===== config.mk =====
export PLATFORM = sky130hd
export DESIGN_NAME = audio_adc_deserializer
export DESIGN_NICKNAME = d
export VERILOG_FILES = /design/src/rtl/audio_adc_deserializer.sv
export SDC_FILE = /design/constraint.sdc
export NUM_CORES = 1
export LEC_CHECK = 0
export ABC_AREA = 1
export BUFFER_PORTS_ARGS = -buffer_cell sky130_fd_sc_hd__buf_2
export CAP_MARGIN = 5
export CORE_MARGIN = 2
export CORE_UTILIZATION = 25
export DETAILED_ROUTE_END_ITERATION = 7
export REMOVE_ABC_BUFFERS = 1
export SYNTH_ARGS = -nofsm -noshare
export SYNTH_HDL_FRONTEND = slang
export SYNTH_SLANG_ARGS = --single-unit
export TNS_END_PERCENT = 20

===== constraint.sdc =====
create_clock -name CLOCK_50 -period 4.3 [get_ports CLOCK_50]
set_input_delay 0.645 -clock CLOCK_50 [delete_from_list [all_inputs] [get_ports CLOCK_50]]
set_output_delay 0.645 -clock CLOCK_50 [all_outputs]
set_load 0.01 [all_outputs]

===== src/rtl/audio_adc_deserializer.sv =====
// I2S capture front end: synchronises the codec ADC stream into CLOCK_50 and
// deserialises left/right words into stereo pairs with a valid/ready handshake.
module audio_adc_deserializer #(
   parameter int AUDIO_DATA_WIDTH = 32,
   parameter int SYNC_STAGES      = 2
) (
   input  logic                        CLOCK_50,
   input  logic                        reset,
   input  logic                        enable,
   input  logic                        AUD_BCLK,
   input  logic                        AUD_ADCLRCK,
   input  logic                        AUD_ADCDAT,
   output logic [AUDIO_DATA_WIDTH-1:0] data_audio_left,
   output logic [AUDIO_DATA_WIDTH-1:0] data_audio_right,
   output logic                        data_audio_valid,
   input  logic                        data_audio_ready,
   output logic                        overrun,
   input  logic                        clear_overrun
);

   // state    | meaning
   // IDLE     | waiting for a falling LRCK edge (start of a left word)
   // SKIP     | discarding the I2S one-bit delay after an LRCK edge
   // SHIFT    | shifting in data bits MSB first
   // WAIT_LR  | word complete, ignoring BCLK until the next LRCK edge
   typedef enum logic [1:0] {ST_IDLE, ST_SKIP, ST_SHIFT, ST_WAIT_LR} state_t;

   localparam int W  = AUDIO_DATA_WIDTH;
   localparam int CW = $clog2(W);
   localparam logic [CW-1:0] CNT_TOP = CW'(W - 1);

   logic [SYNC_STAGES-1:0] bclk_sync_q, lrck_sync_q, dat_sync_q;
   logic                   bclk_prev_q, lrck_prev_q;
   logic                   bclk_s, lrck_s, dat_s;
   logic                   bclk_rise, lr_edge, lr_fall;

   state_t          state_q, state_d;
   logic [CW-1:0]   cnt_q, cnt_d;
   logic [W-2:0]    shift_q, shift_d;
   logic [W-1:0]    word;
   logic [W-1:0]    left_stage_q, left_stage_d;
   logic            chan_q, chan_d;
   logic            left_ok_q, left_ok_d;
   logic            drop_q, drop_d;
   logic            deliver;

   logic [W-1:0]    left_out_q, left_out_d;
   logic [W-1:0]    right_out_q, right_out_d;
   logic            valid_q, valid_d;
   logic            overrun_q, overrun_d;
   logic            overrun_set;

   assign bclk_s    = bclk_sync_q[SYNC_STAGES-1];
   assign lrck_s    = lrck_sync_q[SYNC_STAGES-1];
   assign dat_s     = dat_sync_q[SYNC_STAGES-1];
   assign bclk_rise = bclk_s & ~bclk_prev_q;
   assign lr_edge   = lrck_s ^ lrck_prev_q;
   assign lr_fall   = lr_edge & ~lrck_s;
   assign word      = {shift_q, dat_s};

   always_ff @(posedge CLOCK_50 or negedge reset) begin
      if (!reset) begin
         bclk_sync_q <= '0;
         lrck_sync_q <= '0;
         dat_sync_q  <= '0;
         bclk_prev_q <= 1'b0;
         lrck_prev_q <= 1'b0;
      end else begin
         bclk_sync_q <= {bclk_sync_q[SYNC_STAGES-2:0], AUD_BCLK};
         lrck_sync_q <= {lrck_sync_q[SYNC_STAGES-2:0], AUD_ADCLRCK};
         dat_sync_q  <= {dat_sync_q[SYNC_STAGES-2:0], AUD_ADCDAT};
         bclk_prev_q <= bclk_s;
         lrck_prev_q <= lrck_s;
      end
   end

   always_ff @(posedge CLOCK_50 or negedge reset) begin
      if (!reset) begin
         state_q      <= ST_IDLE;
         cnt_q        <= CNT_TOP;
         shift_q      <= '0;
         left_stage_q <= '0;
         chan_q       <= 1'b0;
         left_ok_q    <= 1'b0;
         drop_q       <= 1'b0;
         left_out_q   <= '0;
         right_out_q  <= '0;
         valid_q      <= 1'b0;
         overrun_q    <= 1'b0;
      end else begin
         state_q      <= state_d;
         cnt_q        <= cnt_d;
         shift_q      <= shift_d;
         left_stage_q <= left_stage_d;
         chan_q       <= chan_d;
         left_ok_q    <= left_ok_d;
         drop_q       <= drop_d;
         left_out_q   <= left_out_d;
         right_out_q  <= right_out_d;
         valid_q      <= valid_d;
         overrun_q    <= overrun_d;
      end
   end

   always_comb begin
      state_d      = state_q;
      cnt_d        = cnt_q;
      shift_d      = shift_q;
      left_stage_d = left_stage_q;
      chan_d       = chan_q;
      left_ok_d    = left_ok_q;
      drop_d       = drop_q;
      deliver      = 1'b0;
      if (!enable) begin
         state_d   = ST_IDLE;
         left_ok_d = 1'b0;
         drop_d    = 1'b0;
      end else begin
         case (state_q)
            ST_IDLE: begin
               // rising LRCK is ignored so every pair starts with left
               if (lr_fall) begin
                  state_d   = ST_SKIP;
                  chan_d    = 1'b0;
                  left_ok_d = 1'b0;
                  drop_d    = 1'b0;
               end
            end
            ST_SKIP, ST_SHIFT: begin
               if (lr_edge) begin
                  // short frame: an aborted left poisons the following right
                  state_d   = ST_SKIP;
                  drop_d    = ~chan_q;
                  chan_d    = lrck_s;
                  left_ok_d = 1'b0;
               end else if (bclk_rise) begin
                  if (state_q == ST_SKIP) begin
                     state_d = ST_SHIFT;
                     cnt_d   = CNT_TOP;
                  end else begin
                     shift_d = word[W-2:0];
                     cnt_d   = cnt_q - 1'b1;
                     if (cnt_q == '0) begin
                        state_d = ST_WAIT_LR;
                        cnt_d   = CNT_TOP;
                        if (!lrck_s) begin
                           left_stage_d = word;
                           left_ok_d    = 1'b1;
                        end else begin
                           deliver   = left_ok_q & ~drop_q;
                           left_ok_d = 1'b0;
                           drop_d    = 1'b0;
                        end
                     end
                  end
               end
            end
            ST_WAIT_LR: begin
               if (lr_edge) begin
                  state_d = ST_SKIP;
                  chan_d  = lrck_s;
                  if (!lrck_s) begin
                     left_ok_d = 1'b0;
                     drop_d    = 1'b0;
                  end
               end
            end
            default: state_d = ST_IDLE;
         endcase
      end
   end

   always_comb begin
      left_out_d  = left_out_q;
      right_out_d = right_out_q;
      valid_d     = valid_q;
      overrun_set = 1'b0;
      if (deliver) begin
         left_out_d  = left_stage_q;
         right_out_d = word;
         valid_d     = 1'b1;
         overrun_set = valid_q & ~data_audio_ready;
      end else if (valid_q && data_audio_ready) begin
         valid_d = 1'b0;
      end
      overrun_d = (overrun_q & ~clear_overrun) | overrun_set;
   end

   assign data_audio_left  = left_out_q;
   assign data_audio_right = right_out_q;
   assign data_audio_valid = valid_q;
   assign overrun          = overrun_q;

endmodule


==> metrics <==
result of the run=finished, final reports clean; Hold Startpoint=AUD_ADCDAT; worst reg2reg startpoint=lrck_sync_q[1]; pin count of the biggest net entering global routing=a little over 90; violation count after the first detailed-route iteration=around 210; DRC Markers=0; Min-Delay Path Depth=1; synthesized netlist cell count=~590; async set-reset flop share out of synthesis=between 90% and 100%; number of clock sinks seen by CTS=between 100 and 150; number of synthesized flops with an enable pin=0; max cap viols=0; top cell type's share of synthesized area=roughly 62%; share of synthesized area occupied by flip-flops and latches=a little under two thirds; total power consumption of the routed design=between 3 and 4 mW; global route total overflow=0; Post CTS Setup Buffer Count=0; clock latency on the worst-skew pair=about 0.42 ns; most area-hungry cell type in the Yosys netlist=sky130_fd_sc_hd__dfrtp_1; post-synth cell types=30; count of fill cells added during filler insertion=around 2400; Critical Path Start Type=flop; count of hold buffers inserted by post-cts repair=0; post-detailed-routing wire length=11600 um; TritonCTS clock tree=done; Setup Viol. Count Final=0; tightest hold margin=around 0.32 ns; required time reported for the critical path endpoint=about 4.6 ns; measured slew at the worst slew-check pin=0.962 ns; area added between synthesis and finish=19.7%; clock edge transition at the registers on the reported setup and hold paths=around 0.060 ns; Die X=roughly 160 um; Post-Synth Adder-Cell Area=under 10%; count of endpoints failing hold in the final timing report=0; most common cell after layout, fill and taps aside=sky130_fd_sc_hd__nand2_1; vias per cell=roughly 4; mean post-synth cell area=between 9 and 10 um^2; total power density per cell area=approximately 490 nW/um^2; via count of the first global-routing pass=just under 4000; antenna violations before repair=0; maximum clock skew at final layout=0.0105 ns; Num CTS Buffers=17; Routed WL per cell=12.2 um; end point of the most critical hold path=dat_sync_q[0]; leakage power of the design=~3.4 nW; final number of max-transition violations=0; wire length of the first global-routing pass=19700 um; fin crit period=3.03 ns; Post-Synth Simple-Gate Area=13.3%; clock root cell=sky130_fd_sc_hd__clkbuf_16; share of the clock period used by the worst path after layout=between 70% and 80%; Max FO, Critical Path=64; dominant combinational cell family by area after synthesis=simple AND/OR/NAND/NOR gates; Fmax achieved=approximately 0.33 GHz; number of cell instances on the worst register-to-register path=10; worst setup path class=flop to flop; number of primary I/O pins=between 70 and 80; Worst IR Drop VDD=226 uV; end of the worst register-to-register path=left_stage_q[31]; total cell area at the placement stage=approximately 6400 um^2; share of final-layout standard cells stronger than drive strength 1=18.0%; flop and latch count out of synthesis=between 100 and 150; starting utilization of the core area=about 25%; maximum level of the CTS H-tree=4; setup_tns=0 ns; number of antenna-violating nets in the routed design=0; RSZ-0062 raised after global routing=no; Synth Area in Compound Gates=around 12%; total routing resource utilization after global routing=a little over a tenth; buffer depth of the longest clock path=2; # diodes=0; post-cts repair resize count=0; type of the worst min-delay path=input port to flop; Net count, final=just under 700; max_slew headroom=roughly 36%; Worst Setup Slack, final=around 1.3 ns; area of the mapped netlist=between 5000 and 6000 um^2; height of the chip=about 160 um; top flip-flop cell by instance count after synthesis=sky130_fd_sc_hd__dfrtp_1; most frequent cells in the layout=sky130_fd_sc_hd__nand2_1 (154), sky130_fd_sc_hd__dfrtp_1 (142), sky130_fd_sc_hd__o21ai_0 (86); floorplan row count=55; finished layout cell area=6900 um^2; biggest area contributors in the synthesized netlist=sky130_fd_sc_hd__dfrtp_1 (62%), sky130_fd_sc_hd__nand2_1 (10%), sky130_fd_sc_hd__o21ai_0 (7.5%), sky130_fd_sc_hd__inv_1 (5.3%), sky130_fd_sc_hd__o21ai_1 (3.9%); total half-perimeter wirelength after legalization and detailed placement=about 7400 um; type of element capturing the critical path=flop; Worst Path Arrival=roughly 3.4 ns; Via Count=roughly 3900; dpl ws=about 1.2 ns; count of synthesis-stage warnings from yosys=0; Post-Synth XOR/XNOR Area=0.152%; count of port buffers added during placement=between 70 and 80; Core Footprint=between 20000 and 25000 um^2; RePlAce Congestion=about 0.72; Initial DRT Pass Iterations=4; mux contribution to synthesized area=0%; die area=between 20000 and 25000 um^2; Reg2Reg Setup Slack=1.27 ns
-- critical path, cell delays in order (launching register included) --
cell and delay (ns):
sky130_fd_sc_hd__dfrtp_1 0.39, sky130_fd_sc_hd__inv_1 0.16, sky130_fd_sc_hd__ha_1 0.29, sky130_fd_sc_hd__inv_2 0.12, sky130_fd_sc_hd__nand3_4 0.11, sky130_fd_sc_hd__nor2_8 0.18, sky130_fd_sc_hd__nand2_4 0.35, sky130_fd_sc_hd__nor2_4 0.87
sky130_fd_sc_hd__buf_4 0.33, sky130_fd_sc_hd__nand2_1 0.06, sky130_fd_sc_hd__o21ai_0 0.07
-- Yosys cell counts (3+ instances only) --
| cell type | number |
|---|---|
| sky130_fd_sc_hd__buf_2 | 6 |
| sky130_fd_sc_hd__buf_4 | 4 |
| sky130_fd_sc_hd__buf_6 | 8 |
| sky130_fd_sc_hd__clkbuf_1 | 9 |
| sky130_fd_sc_hd__dfrtp_1 | 142 |
| sky130_fd_sc_hd__dfstp_2 | 5 |
| sky130_fd_sc_hd__ha_1 | 9 |
| sky130_fd_sc_hd__inv_1 | 82 |
| sky130_fd_sc_hd__nand2_1 | 154 |
| sky130_fd_sc_hd__nand3_1 | 10 |
| sky130_fd_sc_hd__nand4_1 | 3 |
| sky130_fd_sc_hd__nor2_1 | 6 |
| sky130_fd_sc_hd__nor3_1 | 3 |
| sky130_fd_sc_hd__o21ai_0 | 86 |
| sky130_fd_sc_hd__o21ai_1 | 45 |
-- report_power, final --
group / switching (mW) / total [mW] / internal [mW]
sequential: 0.0665 / 1.62 / 1.55
clock: 0.588 / 1.40 / 0.808
combinational: 0.264 / 0.395 / 0.132
-- sequential cells by signal (all words and copies together) (netlist names), 2 cells and up --
signal	count
left_stage_q	32
state_q	2
data_audio_right	32
shift_q	31
dat_sync_q	2
data_audio_left	32
cnt_q	5
bclk_sync_q	2
lrck_sync_q	2
-- area by class of cell --
class                           count  area (um^2)  share of cell area, %
Sequential cell                   147         3680                   53.4
Tap cell                          285          357                   5.17
Timing Repair Buffer               78          409                   5.93
Multi-Input combinational cell    330         1590                   23.1
Clock inverter                     11          105                   1.52
Inverter                           83          312                   4.51
Clock buffer                       19          443                   6.42
-- stage by stage --
step	util (%)	std cells
after floorplan	-	560
after global placement	28.1	923
after detailed placement	28.1	923
after CTS	30.5	953
after global routing	30.5	953
final	30.5	953
-- cell families after synthesis --
kind of cell / count (synthesis)
AO/OA/AOI/OAI: 137
XOR/XNOR: 1
adder cells (fa/ha/maj): 9
buffers and inverters: 110
flip-flops: 147
AND/OR/NAND/NOR: 183
-- worst max-delay path by stage --
| stage | from | to | slack [ns] | cells after the start |
|---|---|---|---|---|
| global placement | lrck_sync_q[1] | left_stage_q[31] | 1.26 | 9 |
| CTS | lrck_sync_q[1] | left_stage_q[24] | 1.17 | 10 |
| floorplan | lrck_sync_q[1] | data_audio_right[10] | 1.29 | 7 |
| detailed placement | lrck_sync_q[1] | left_stage_q[31] | 1.20 | 9 |
| global route | lrck_sync_q[1] | left_stage_q[25] | 0.85 | 10 |
| finish | lrck_sync_q[1] | left_stage_q[31] | 1.27 | 10 |
-- metal layers --
layer | up-vias | part of all wire [%] | global-route usage [%]
met5 | - | 0 | 0
met4 | 0 | 1.6 | 4.41
met3 | 14 | 4.7 | 3.19
met2 | 68 | 46 | 16.6
met1 | 1802 | 47 | 13.2
li1 | 1988 | - | -
Power figures use the tool's default switching activity.
